[config.mk]
export PLATFORM = sky130hd
export DESIGN_NAME = led_pwm_ctrl
export DESIGN_NICKNAME = d
export VERILOG_FILES = /design/src/rtl/led_pwm_pkg.sv /design/src/rtl/led_pwm_timebase.sv /design/src/rtl/led_pwm_ctrl.sv
export SDC_FILE = /design/constraint.sdc
export NUM_CORES = 1
export LEC_CHECK = 0
export ABC_AREA = 0
export CAP_MARGIN = 20
export CORE_ASPECT_RATIO = 1.2
export CORE_MARGIN = 5
export CORE_UTILIZATION = 40
export DETAILED_ROUTE_END_ITERATION = 6
export PLACE_DENSITY_LB_ADDON = 0.1
export SLEW_MARGIN = 0
export SYNTH_ARGS = -nofsm -noshare
export SYNTH_HDL_FRONTEND = slang
export SYNTH_SLANG_ARGS = --single-unit
[constraint.sdc]
create_clock -name clk -period 3.2 [get_ports clk]
set_clock_uncertainty 0.05 [all_clocks]
set_input_delay 0.32 -clock clk [delete_from_list [all_inputs] [get_ports clk]]
set_output_delay 0.32 -clock clk [all_outputs]
set_load 0.02 [all_outputs]
[src/rtl/led_pwm_pkg.sv]
// Shared definitions for the LED PWM controller: register map and PWM limits.
package led_pwm_pkg;

  // Word register indices on the data_m bus
  typedef enum logic [2:0] {
    REG_VALUE    = 3'd0,
    REG_SET      = 3'd1,
    REG_CLEAR    = 3'd2,
    REG_BLINK_EN = 3'd3,
    REG_CTRL     = 3'd4
  } reg_idx_e;

  // Duty value that forces the PWM output permanently on
  localparam logic [7:0] DUTY_FULL = 8'd255;

  // Last pwm_cnt value before wrapping; gives a 255-step frame
  localparam logic [7:0] PWM_MAX = 8'd254;

endpackage

[src/rtl/led_pwm_timebase.sv]
// Timebase for the LED PWM controller: prescaler, PWM step counter,
// frame pulse and the blink divider that produces blink_phase.
module led_pwm_timebase
  import led_pwm_pkg::*;
#(
  parameter int PRESCALE = 196
) (
  input  logic       clk,
  input  logic       reset,
  input  logic [7:0] blink_period,
  input  logic       blink_clr,
  output logic [7:0] pwm_cnt,
  output logic       frame,
  output logic       blink_phase
);

  localparam int PW = (PRESCALE > 1) ? $clog2(PRESCALE) : 1;
  localparam logic [PW-1:0] PS_LAST = PW'(PRESCALE - 1);

  logic [PW-1:0] presc_r;
  logic [7:0]    pwm_cnt_r;
  logic [7:0]    blink_cnt_r;
  logic          blink_phase_r;
  logic          step_s;
  logic          frame_s;
  logic [7:0]    blink_last_s;

  assign step_s       = (presc_r == PS_LAST);
  assign frame_s      = step_s && (pwm_cnt_r == PWM_MAX);
  assign blink_last_s = blink_period - 8'd1;

  // Prescaler: count 0..PRESCALE-1, step pulse on the last count
  always_ff @(posedge clk or posedge reset) begin
    if (reset) begin
      presc_r <= '0;
    end else if (step_s) begin
      presc_r <= '0;
    end else begin
      presc_r <= presc_r + {{(PW-1){1'b0}}, 1'b1};
    end
  end

  // PWM step counter: 0..PWM_MAX, advanced once per step pulse
  always_ff @(posedge clk or posedge reset) begin
    if (reset) begin
      pwm_cnt_r <= 8'd0;
    end else if (step_s) begin
      pwm_cnt_r <= (pwm_cnt_r == PWM_MAX) ? 8'd0 : pwm_cnt_r + 8'd1;
    end else begin
      pwm_cnt_r <= pwm_cnt_r;
    end
  end

  // Blink divider: toggles phase every blink_period frames; period 0 holds steady-on
  always_ff @(posedge clk or posedge reset) begin
    if (reset) begin
      blink_cnt_r   <= 8'd0;
      blink_phase_r <= 1'b1;
    end else if (blink_period == 8'd0) begin
      blink_cnt_r   <= 8'd0;
      blink_phase_r <= 1'b1;
    end else if (blink_clr) begin
      blink_cnt_r   <= 8'd0;
      blink_phase_r <= blink_phase_r;
    end else if (frame_s) begin
      if (blink_cnt_r == blink_last_s) begin
        blink_cnt_r   <= 8'd0;
        blink_phase_r <= ~blink_phase_r;
      end else begin
        blink_cnt_r   <= blink_cnt_r + 8'd1;
        blink_phase_r <= blink_phase_r;
      end
    end else begin
      blink_cnt_r   <= blink_cnt_r;
      blink_phase_r <= blink_phase_r;
    end
  end

  assign pwm_cnt     = pwm_cnt_r;
  assign frame       = frame_s;
  assign blink_phase = blink_phase_r;

endmodule

[src/rtl/led_pwm_ctrl.sv]
// LED PWM controller: bus-programmable LED value/blink registers with a
// global PWM duty and blink period, driving registered LED outputs.
module led_pwm_ctrl
  import led_pwm_pkg::*;
#(
  parameter int NUM_LEDS = 8,
  parameter int PRESCALE = 196
) (
  input  logic                clk,
  input  logic                reset,
  output logic [NUM_LEDS-1:0] leds_out,
  input  logic                cs,
  input  logic [2:0]          data_m_addr,
  input  logic [15:0]         data_m_data_in,
  output logic [15:0]         data_m_data_out,
  input  logic                data_m_access,
  output logic                data_m_ack,
  input  logic                data_m_wr_en,
  input  logic [1:0]          data_m_bytesel
);

  // Bits that correspond to real LED channels; everything above stays 0
  localparam logic [15:0] LED_MASK = 16'((17'd1 << NUM_LEDS) - 17'd1);

  logic [15:0]         value_r;
  logic [15:0]         blink_en_r;
  logic [7:0]          duty_r;
  logic [7:0]          blink_period_r;
  logic [NUM_LEDS-1:0] leds_r;
  logic [15:0]         rdata_out_r;
  logic                ack_r;

  logic                sel_s;
  logic                wr_s;
  logic                rd_s;
  logic [15:0]         byte_mask_s;
  logic [15:0]         led_wmask_s;
  logic [15:0]         wbits_s;
  logic [15:0]         rdata_s;
  logic                blink_clr_s;
  logic                pwm_on_s;
  logic [7:0]          pwm_cnt_s;
  logic                frame_unused_s;
  logic                blink_phase_s;

  assign sel_s       = cs && data_m_access;
  assign wr_s        = sel_s && data_m_wr_en;
  assign rd_s        = sel_s && !data_m_wr_en;
  assign byte_mask_s = {{8{data_m_bytesel[1]}}, {8{data_m_bytesel[0]}}};
  assign led_wmask_s = byte_mask_s & LED_MASK;
  assign wbits_s     = data_m_data_in & led_wmask_s;

  // Blink divider restarts only when a CTRL write actually changes the period
  assign blink_clr_s = wr_s && (data_m_addr == REG_CTRL) && data_m_bytesel[1]
                       && (data_m_data_in[15:8] != blink_period_r);

  // frame is consumed inside the timebase; exposed here only for debug probing
  led_pwm_timebase #(
    .PRESCALE (PRESCALE)
  ) u_timebase (
    .clk          (clk),
    .reset        (reset),
    .blink_period (blink_period_r),
    .blink_clr    (blink_clr_s),
    .pwm_cnt      (pwm_cnt_s),
    .frame        (frame_unused_s),
    .blink_phase  (blink_phase_s)
  );

  // PWM comparator with full-duty override
  always_comb begin
    pwm_on_s = 1'b0;
    if (duty_r == DUTY_FULL) begin
      pwm_on_s = 1'b1;
    end else begin
      pwm_on_s = (pwm_cnt_s < duty_r);
    end
  end

  // Register read mux; unmapped indices read 0
  always_comb begin
    rdata_s = 16'h0000;
    case (reg_idx_e'(data_m_addr))
      REG_VALUE:    rdata_s = value_r & LED_MASK;
      REG_BLINK_EN: rdata_s = blink_en_r & LED_MASK;
      REG_CTRL:     rdata_s = {blink_period_r, duty_r};
      default:      rdata_s = 16'h0000;
    endcase
  end

  // Register writes with per-byte enables; SET/CLEAR modify VALUE in place
  always_ff @(posedge clk or posedge reset) begin
    if (reset) begin
      value_r        <= 16'h0000;
      blink_en_r     <= 16'h0000;
      duty_r         <= DUTY_FULL;
      blink_period_r <= 8'd0;
    end else if (wr_s) begin
      case (reg_idx_e'(data_m_addr))
        REG_VALUE:    value_r    <= (value_r & ~led_wmask_s) | wbits_s;
        REG_SET:      value_r    <= value_r | wbits_s;
        REG_CLEAR:    value_r    <= value_r & ~wbits_s;
        REG_BLINK_EN: blink_en_r <= (blink_en_r & ~led_wmask_s) | wbits_s;
        REG_CTRL: begin
          if (data_m_bytesel[0]) begin
            duty_r <= data_m_data_in[7:0];
          end else begin
            duty_r <= duty_r;
          end
          if (data_m_bytesel[1]) begin
            blink_period_r <= data_m_data_in[15:8];
          end else begin
            blink_period_r <= blink_period_r;
          end
        end
        default: begin
          value_r <= value_r;
        end
      endcase
    end else begin
      value_r <= value_r;
    end
  end

  // Bus response: ack one cycle after every selected access, data only for reads
  always_ff @(posedge clk or posedge reset) begin
    if (reset) begin
      ack_r       <= 1'b0;
      rdata_out_r <= 16'h0000;
    end else begin
      ack_r       <= sel_s;
      rdata_out_r <= rd_s ? rdata_s : 16'h0000;
    end
  end

  // Registered LED drive: value gated by PWM and, for blinking channels, blink phase
  always_ff @(posedge clk or posedge reset) begin
    if (reset) begin
      leds_r <= '0;
    end else begin
      leds_r <= value_r[NUM_LEDS-1:0]
                & {NUM_LEDS{pwm_on_s}}
                & (~blink_en_r[NUM_LEDS-1:0] | {NUM_LEDS{blink_phase_s}});
    end
  end

  assign leds_out        = leds_r;
  assign data_m_ack      = ack_r;
  assign data_m_data_out = rdata_out_r;

endmodule

* After elaboration in Yosys (flattened, before gate mapping) *
Index checks and enable logic that the tools add are counted.

storage, ports and cells
  flip-flop bits (word level) = 98
  memories = 0
  bits in latches = 0
  output and inout port bits = 25
  logic and storage cells = 73
  bits in read-only memories = 0
  bits of input ports = 26
  memory bits (writable) = 0

cells by class
  reductions and logical operators = 19
  bitwise operators = 14
  div/mod/pow operators = 0
  multipliers = 0
  muxes and demuxes = 14
  add/subtract/negate cells = 4
  $lt $le $gt $ge = 1
  shifts and indexed selects = 0
  equality and inequality tests = 10

operator list
  operator             count
  $pmux 16 s3          2
  $and 16x16->16       3
  $mux 8               6
  $or 16x16->16        3
  $add 8x1->8 const B  3
  $eq 8x8->1 const B   3
  $and 16x8->16        1
  $and 8x8->8          2
  $mux 16              1
  $not 16->16          1
  $not 8->16           1
  $reduce_and 3->1     3
  $eq 8x8->1           1
  $logic_not 8->1      1
  $lt 8x8->1           1
  $ne 8x8->1           1
  $not 8->8            1
  $or 8x8->8           1
  $sub 8x1->8 const B  1
  $logic_and 1x1->1    7
  $eq 3x2->1 const B   2
  $reduce_bool 3->1    2
  $mux 1               5
  $reduce_and 2->1     2
  7 further kinds      8

* Depth between registers and ports, before layout *
Gate-level depths: netlist (run 1).

  depth after elaboration = 7
  mapped depth = 10
  depth with buffers taken out = 8

* Modules after synthesis *
From an unflattened synthesis (run 1), not the netlist that was laid out.

second synthesis, totals
  cells, all modules = 407
  area, all modules = 4232.8 µm²

modules (own cells, without submodules)
  module            area each (µm²)  seq. area each (µm²)  cells an instance  times used
  led_pwm_ctrl      2652.5           1436.4                238                1
  led_pwm_timebase  1580.3           626.9                 169                1

* Worst setup path after synthesis (run 1) *
Ideal clock, no wire load.

  kind = register to register
  from = register blink_period_r[0]
  to = register u_timebase.blink_cnt_r[5]
  required time = 3024 ps
  buffers on the path = 2
  setup slack = 838 ps
  setup time = 126 ps
  cell stages (with the launch flop) = 11
  arrival time = 2186 ps
  clock period less this slack = 2362 ps
  path through = dfrtp_1 -> buf_2 -> inv_1 -> ha_1 -> buf_2 -> o21ba_1 -> a221oi_1 -> a41oi_1 -> a311oi_4 -> nor2_2 -> a221o_1

between the ends
  longest elaborated chain between the ends = 6
  elaborated cells on any way between the ends = 10
  those cells by class = add/sub (1); eq/ne (2); mux (4); reduce/logical (3)

RTL lines
  what                      line                    RTL
  start: declaration        led_pwm_ctrl.sv:28      logic [7:0] blink_period_r;
  start signal: assignment  led_pwm_ctrl.sv:111     blink_period_r <= data_m_data_in[15:8];
  start signal: assignment  led_pwm_ctrl.sv:113     blink_period_r <= blink_period_r;
  $sub 8x1->8               led_pwm_timebase.sv:30  assign blink_last_s = blink_period - 8'd1;
  $eq 8x8->1                led_pwm_timebase.sv:66  if (blink_cnt_r == blink_last_s) begin
  $mux 8                    led_pwm_timebase.sv:66
  $mux 8                    led_pwm_timebase.sv:65  end else if (frame_s) begin
  $mux 8                    led_pwm_timebase.sv:62  end else if (blink_clr) begin
  $mux 8                    led_pwm_timebase.sv:59  end else if (blink_period == 8'd0) begin
  end signal: assignment    led_pwm_timebase.sv:70  blink_cnt_r <= blink_cnt_r + 8'd1;
  end signal: assignment    led_pwm_timebase.sv:74  blink_cnt_r <= blink_cnt_r;
  end: declaration          led_pwm_timebase.sv:22  logic [7:0] blink_cnt_r;

Several ways; a longest one is shown, not always the timed one. The select of a mux whose other input is x is not followed.
A chain may end at the register's enable or synchronous reset.

* Final worst setup path (run 1) *
Same ends and word-level chain as after synthesis.

==> results of run 1 <==
==> how the worst min path moves through the flow <==
stage	from	to	slack [ns]	depth (start not counted)
floorplan	data_m_data_in[1]	duty_r[1]	0.38	2
global placement	u_timebase.presc_r[4]	u_timebase.presc_r[4]	0.43	1
detailed placement	u_timebase.presc_r[4]	u_timebase.presc_r[4]	0.45	1
CTS	reset	u_timebase.blink_cnt_r[3]	0.35	2
global route	reset	u_timebase.blink_cnt_r[4]	0.40	2
finish	reset	u_timebase.blink_cnt_r[3]	0.32	2
==> synth_stat cells (all sizes together) (2+ instances only) <==
cell / n
o21a: 2
a21oi: 31
ha: 13
and3: 14
nor4: 4
nand2b: 12
or3: 2
nand2: 35
xnor2: 13
nor4b: 2
a21o: 4
nand3b: 2
xor2: 17
a22o: 2
o21ai: 24
nand4b: 2
and2: 2
nand3: 22
dfstp: 9
a211o: 2
dfrtp: 73
nor3: 6
nor2: 40
clkbuf: 9
mux2: 19
inv: 12
a22oi: 8
buf: 9
a211oi: 2
nand4: 7
==> registers in the layout (all words and copies together), names as in the netlist, named ones only <==
| name | cells |
|---|---|
| blink_period_r | 8 |
| value_r | 8 |
| u_timebase.blink_phase | 1 |
| data_m_ack | 1 |
| data_m_data_out | 16 |
| u_timebase.pwm_cnt | 8 |
| duty_r | 8 |
| u_timebase.blink_cnt_r | 8 |
| u_timebase.presc_r | 8 |
| leds_out | 8 |
==> routing by layer <==
layer | part of all wire, % | up-vias
met3 | 3.7 | 11
li1 | - | 1548
met4 | 2.2 | 0
met1 | 46 | 1513
met5 | 0 | -
met2 | 48 | 59
==> area by class of cell <==
cell class	instances	area share (%)
clock buffer	9	4.42
clock inverter	7	1.05
inverter	12	0.908
multi-input combinational	300	38.9
sequential	82	40.5
tap	129	3.16
timing repair buffer	57	11.1
==> layout by cell type (no fill, tap or decap), types with 2 or more instances in the layout <==
cell,synthesis,final
a211o_1,2,2
a211oi_1,2,2
a21o_1,4,4
a21oi_1,31,31
a22o_2,2,2
a22oi_1,8,8
and2_1,2,2
and3_1,13,13
buf_4,0,6
clkbuf_16,0,9
clkdlybuf4s50_1,0,50
clkinv_2,0,2
clkinvlp_4,0,3
dfrtp_1,73,73
dfstp_2,9,9
ha_1,13,13
inv_1,12,11
inv_6,0,2
mux2_2,19,19
nand2_1,35,35
nand2b_1,12,12
nand3_1,20,20
nand3b_1,2,2
nand4_1,7,7
nand4b_1,2,2
nor2_1,39,39
nor3_1,5,5
nor4_1,3,3
nor4b_1,2,2
o21a_1,2,2
o21ai_0,20,20
o21ai_1,4,4
or3_1,2,2
xnor2_1,13,13
xor2_1,17,17
==> where the power goes <==
group | internal [W] | switching (W) | total, W
combinational | 0.000193 | 0.000222 | 0.000414
clock | 0.000531 | 0.000442 | 0.000973
sequential | 0.00113 | 0.0000820 | 0.00122
==> critical path, stage by stage, from the launching register on <==
cell	delay, ns
dfrtp_1	0.50
inv_1	0.10
ha_1	0.31
o21ba_1	0.22
a221oi_1	0.30
a41oi_1	0.12
a311oi_4	0.49
nor2_2	0.12
a221o_1	0.30
==> kinds of logic (layout without fill, tap and decap cells) <==
family	Yosys count	after routing
adder cells (fa/ha/maj)	13	13
AO/OA/AOI/OAI	84	84
buffers and inverters	30	85
XOR/XNOR	30	30
AND/OR/NAND/NOR	153	153
flip-flops	82	82
multiplexers	20	20
==> metrics by stage <==
stage | power [W] | std cells
finish | 0.00260 | 596
global route | 0.00272 | 596
floorplan | 0.00150 | 412
global placement | 0.00164 | 580
CTS | 0.00263 | 596
detailed placement | 0.00165 | 580
==> impl_metrics.py, run 1 <==
metrics = {
    "status": {
        "status": "complete, no violations",
    },
    "placement": {
        "hpwl_mm": 6.75,
        "dpl_cell_area_mm2": 0.00482,
        "place_ws_ns": 0.594,
        "place.port_buffers": 50,
        "gp_congestion": 0.804,
    },
    "job": {
        "drv_cap": 0,
    },
    "timing": {
        "setup_tns_ns": 0,
        "slew_viol_final": 0,
        "timing.hold.ws_ns": 0.322,
        "rsz0062_at_grt": "false",
        "period_minus_slack_ns": 2.65,
        "setup_viol": 0,
        "worstMarginPinSlew_ns": 0.759,
        "max_freq_ghz": 0.378,
        "hold_violations": 0,
        "slew_headroom_pct": 49.1,
        "setup_slack_ns": 0.553,
        "fin_crit_sh_pct": 82.7,
    },
    "clocking": {
        "ctsResizeCount": 0,
        "clkLatencyLatePin_ns": 0.34,
        "clockRootBuffer": "clkbuf_16",
        "numCtsBuffers": 9,
        "tritoncts": "yes",
        "postCtsHoldBufs": 0,
        "path_clk_slew_ns": 0.06,
        "cts_num_sinks": 82,
        "cts_setup_buffers": 0,
        "clock_path_buffers": 2,
        "htree_levels": 3,
    },
    "global_routing": {
        "grt_overflow": 0,
        "met2_usage_pct": 25.8,
        "grt_pass1_vias": 3120,
        "grt_max_degree": 47,
        "grt_pass1_wl_mm": 15.6,
        "grt_usage_pct": 16.1,
        "antenna_found_initial": 0,
        "busiest_layer": "met2",
        "met1_usage_pct": 21.1,
        "use_met3_pct": 2.12,
    },
    "yosys": {
        "synth_compound_area_share_pct": 12.6,
        "post_synth_num_cell_types": 52,
        "synth_largest_area_cell": "dfrtp_1",
        "ys.flop_type": "dfrtp_1",
        "synth_seq_cells": 82,
        "synth_fa_ha_area_share_pct": 3.89,
        "synth_area_per_cell_um2": 10.2,
        "postSynthCellCount": 412,
        "synth_xor_area_share_pct": 6.28,
        "synth_seq_area_share_pct": 49.3,
        "syn_area_mm2": 0.00418,
        "yosysWarnings": 0,
        "synth_nets": 451,
        "synth_mux_area_share_pct": 5.35,
        "synthTopCellsByArea": "dfrtp_1 (44%), dfstp_2 (5.7%), mux2_2 (5.1%)",
        "synth_top_family_by_area": "simple AND/OR/NAND/NOR gates",
        "synth.top_cell.area_share_pct": 43.7,
        "synthArstFlopShare_pct": 100,
        "synth_edf_count": 0,
        "synth-simple-area-share_pct": 19.3,
    },
    "setup_path": {
        "rrSetupSlack_ns": 0.55,
        "crit_required_ns": 3.38,
        "worstReg2RegEnd": "u_timebase.blink_cnt_r[5]",
        "reg2reg_from": "blink_period_r[0]",
        "end_kind": "flip-flop",
        "crit_path_start_kind": "flip-flop",
        "arrival_ns": 2.82,
        "cp_max_fo": 10,
        "critical_path_class": "flip-flop to flip-flop",
        "r2r_cells": 8,
        "cp-startpoint": "blink_period_r[0]",
        "endpoint": "u_timebase.blink_cnt_r[5]",
    },
    "route": {
        "drt-initial-drc-count": 123,
        "wire_per_inst_um": 15.7,
        "drc": 0,
        "firstDrtPassIters": 4,
        "ant_nets": 0,
        "vias": 3131,
        "drt_wl_total_mm": 9.35,
        "via_per_inst": 5.25,
    },
    "cells_and_area": {
        "ff_latch_area_mm2": 0.00206,
        "drive_above_1_share_pct": 13.7,
        "n_antenna_cell": 0,
        "syn_to_final_growth_pct": 21.9,
        "final_area_mm2": 0.00510,
        "postLayoutCoreUtil_pct": 49.2,
        "nNetsFinal": 501,
        "n_fill_cell": 953,
        "multi_input_area_mm2": 0.00198,
    },
    "pwr": {
        "p_leak_nw": 2.32,
        "power_per_cell_area_mw_per_mm2": 510,
        "ir_worst_vdd_mv": 0.320,
    },
    "floorplan": {
        "die_area_mm2": 0.0126,
        "rows": 41,
        "die_w_um": 103,
        "design.core.area_mm2": 0.0104,
        "start_util_pct": 40.4,
        "io_pins": 51,
        "die_h_um": 122,
    },
    "min_path": {
        "worstHoldPathType": "primary input to asynchronous set/reset pin",
    },
}
No activity file was read; power rests on OpenSTA's default activity.
==> run 2, diff against run 1 <==
Clock period 3.2 ns to 2.2 ns, I/O delays scaled along.
==> impl_metrics.py, run 2 (same netlist as run 1, synthesis figures left out) <==
metrics = {
    "min_path": {
        "worstHoldPathType": "primary input to asynchronous set/reset pin",
    },
    "timing": {
        "slew_viol_final": 0,
        "max_freq_ghz": 0.462,
        "worstMarginPinSlew_ns": 0.820,
        "setup_slack_ns": 0.0349,
        "timing.hold.ws_ns": 0.305,
        "period_minus_slack_ns": 2.17,
        "setup_viol": 0,
        "slew_headroom_pct": 45.2,
        "rsz0062_at_grt": "true",
        "fin_crit_sh_pct": 98.4,
        "hold_violations": 0,
    },
    "clocking": {
        "path_clk_slew_ns": 0.06,
        "htree_levels": 3,
        "numCtsBuffers": 9,
        "clock_path_buffers": 2,
        "postCtsHoldBufs": 0,
        "cts_num_sinks": 82,
        "clkLatencyLatePin_ns": 0.33,
        "tritoncts": "yes",
        "clockRootBuffer": "clkbuf_16",
    },
    "pwr": {
        "power_per_cell_area_mw_per_mm2": 719,
        "p_leak_nw": 2.43,
        "ir_worst_vdd_mv": 0.419,
    },
    "cells_and_area": {
        "mostFrequentLayoutCells": "dfrtp_1 (70), clkdlybuf4s50_1 (50), nor2_1 (38)",
        "n_fill_cell": 931,
        "ff_latch_area_mm2": 0.00207,
        "drive_above_1_share_pct": 20.2,
        "largest_reg_flops": 16,
        "nNetsFinal": 520,
        "multi_input_area_mm2": 0.00207,
        "syn_to_final_growth_pct": 27.6,
        "final_common_cell": "dfrtp_1",
        "n_antenna_cell": 0,
    },
    "setup_path": {
        "end_kind": "flip-flop",
        "critical_path_class": "flip-flop to flip-flop",
        "cp_max_fo": 7,
        "arrival_ns": 2.33,
        "crit_path_start_kind": "flip-flop",
        "rrSetupSlack_ns": 0.03,
        "crit_required_ns": 2.36,
    },
    "floorplan": {
        "die_area_mm2": 0.0126,
        "design.core.area_mm2": 0.0104,
        "die_w_um": 103,
        "start_util_pct": 40.4,
        "io_pins": 51,
        "rows": 41,
        "die_h_um": 122,
    },
    "route": {
        "via_per_inst": 5.23,
        "drt-initial-drc-count": 95,
        "drt_wl_total_mm": 9.71,
        "wire_per_inst_um": 15.8,
        "drc": 0,
        "firstDrtPassIters": 4,
        "ant_nets": 0,
        "vias": 3219,
    },
    "placement": {
        "place.port_buffers": 50,
        "place_ws_ns": -0.0487,
        "hpwl_mm": 6.93,
        "gp_congestion": 0.796,
    },
    "status": {
        "status": "complete, no violations",
    },
    "global_routing": {
        "grt_pass1_wl_mm": 16.1,
        "grt_max_degree": 83,
        "grt_pass1_vias": 3307,
        "grt_usage_pct": 16.4,
        "antenna_found_initial": 0,
        "grt_overflow": 0,
    },
    "job": {
        "drv_cap": 0,
    },
}
==> run 2: critical path, stage by stage (launching register included) <==
cell,delay (ns)
dfrtp_2,0.47
nor4_4,0.39
and2b_2,0.22
buf_4,0.10
nand3b_1,0.14
nand2_1,0.13
nor2_1,0.05
buf_4,0.16
a221o_1,0.33
==> run 2: final timing paths <==
check,from,endpoint,depth (start not counted)
worst min-delay path,reset,data_m_data_out[14],3
worst max-delay path,blink_period_r[5],u_timebase.blink_cnt_r[5],8
worst min register to register,u_timebase.presc_r[0],u_timebase.presc_r[0],1
min in group clk,cs,data_m_ack,3
worst max register to register,blink_period_r[5],u_timebase.blink_cnt_r[5],8
max in group asynchronous,reset,duty_r[1],3
==> run 2: layout make-up <==
cell class | count | share of cell area (%)
clock buffer | 12 | 4.62
multi-input combinational | 300 | 38.8
inverter | 12 | 1.01
tap | 129 | 3.02
timing repair buffer | 76 | 13.3
clock inverter | 4 | 0.516
sequential | 82 | 38.7
==> run 2: what timing repair did <==
item                                    CTS  global route
pin swaps                                 4             6
gates resized for setup                   3            11
endpoints found under the setup margin    1            16
buffers inserted                          1             2
gates cloned                              1             0
==> run 2: power by group <==
group / internal (W) / switching (W)
Sequential: 0.00165 / 0.000115
Clock: 0.000796 / 0.000582
Combinational: 0.000337 / 0.000357
Total: 0.00278 / 0.00105
==> run 2: routing by layer <==
| metal | part of all wire [%] | global-route usage [%] |
|---|---|---|
| met5 | 0 | 0 |
| met4 | 1.2 | 5.43 |
| met3 | 3.7 | 3.55 |
| met2 | 50 | 27.3 |
| met1 | 45 | 21.0 |
==> run 2: per-stage QoR <==
| stage | setup TNS [ns] | instance area [µm²] | total power [W] | utilization, % | cells |
|---|---|---|---|---|---|
| 6_report | 0 | 5340 | 0.00384 | 51.5 | 615 |
| 5_1_grt | -0.297 | 5340 | 0.00403 | 51.5 | 615 |
| 4_1_cts | 0 | 5270 | 0.00386 | 50.8 | 613 |
| 3_5_place_dp | -0.0682 | 4970 | 0.00246 | 48.0 | 595 |
| 3_3_place_gp | -0.0215 | 4970 | 0.00245 | 48.0 | 595 |
| 2_1_floorplan | -0.0857 | 4240 | 0.00222 | - | 412 |
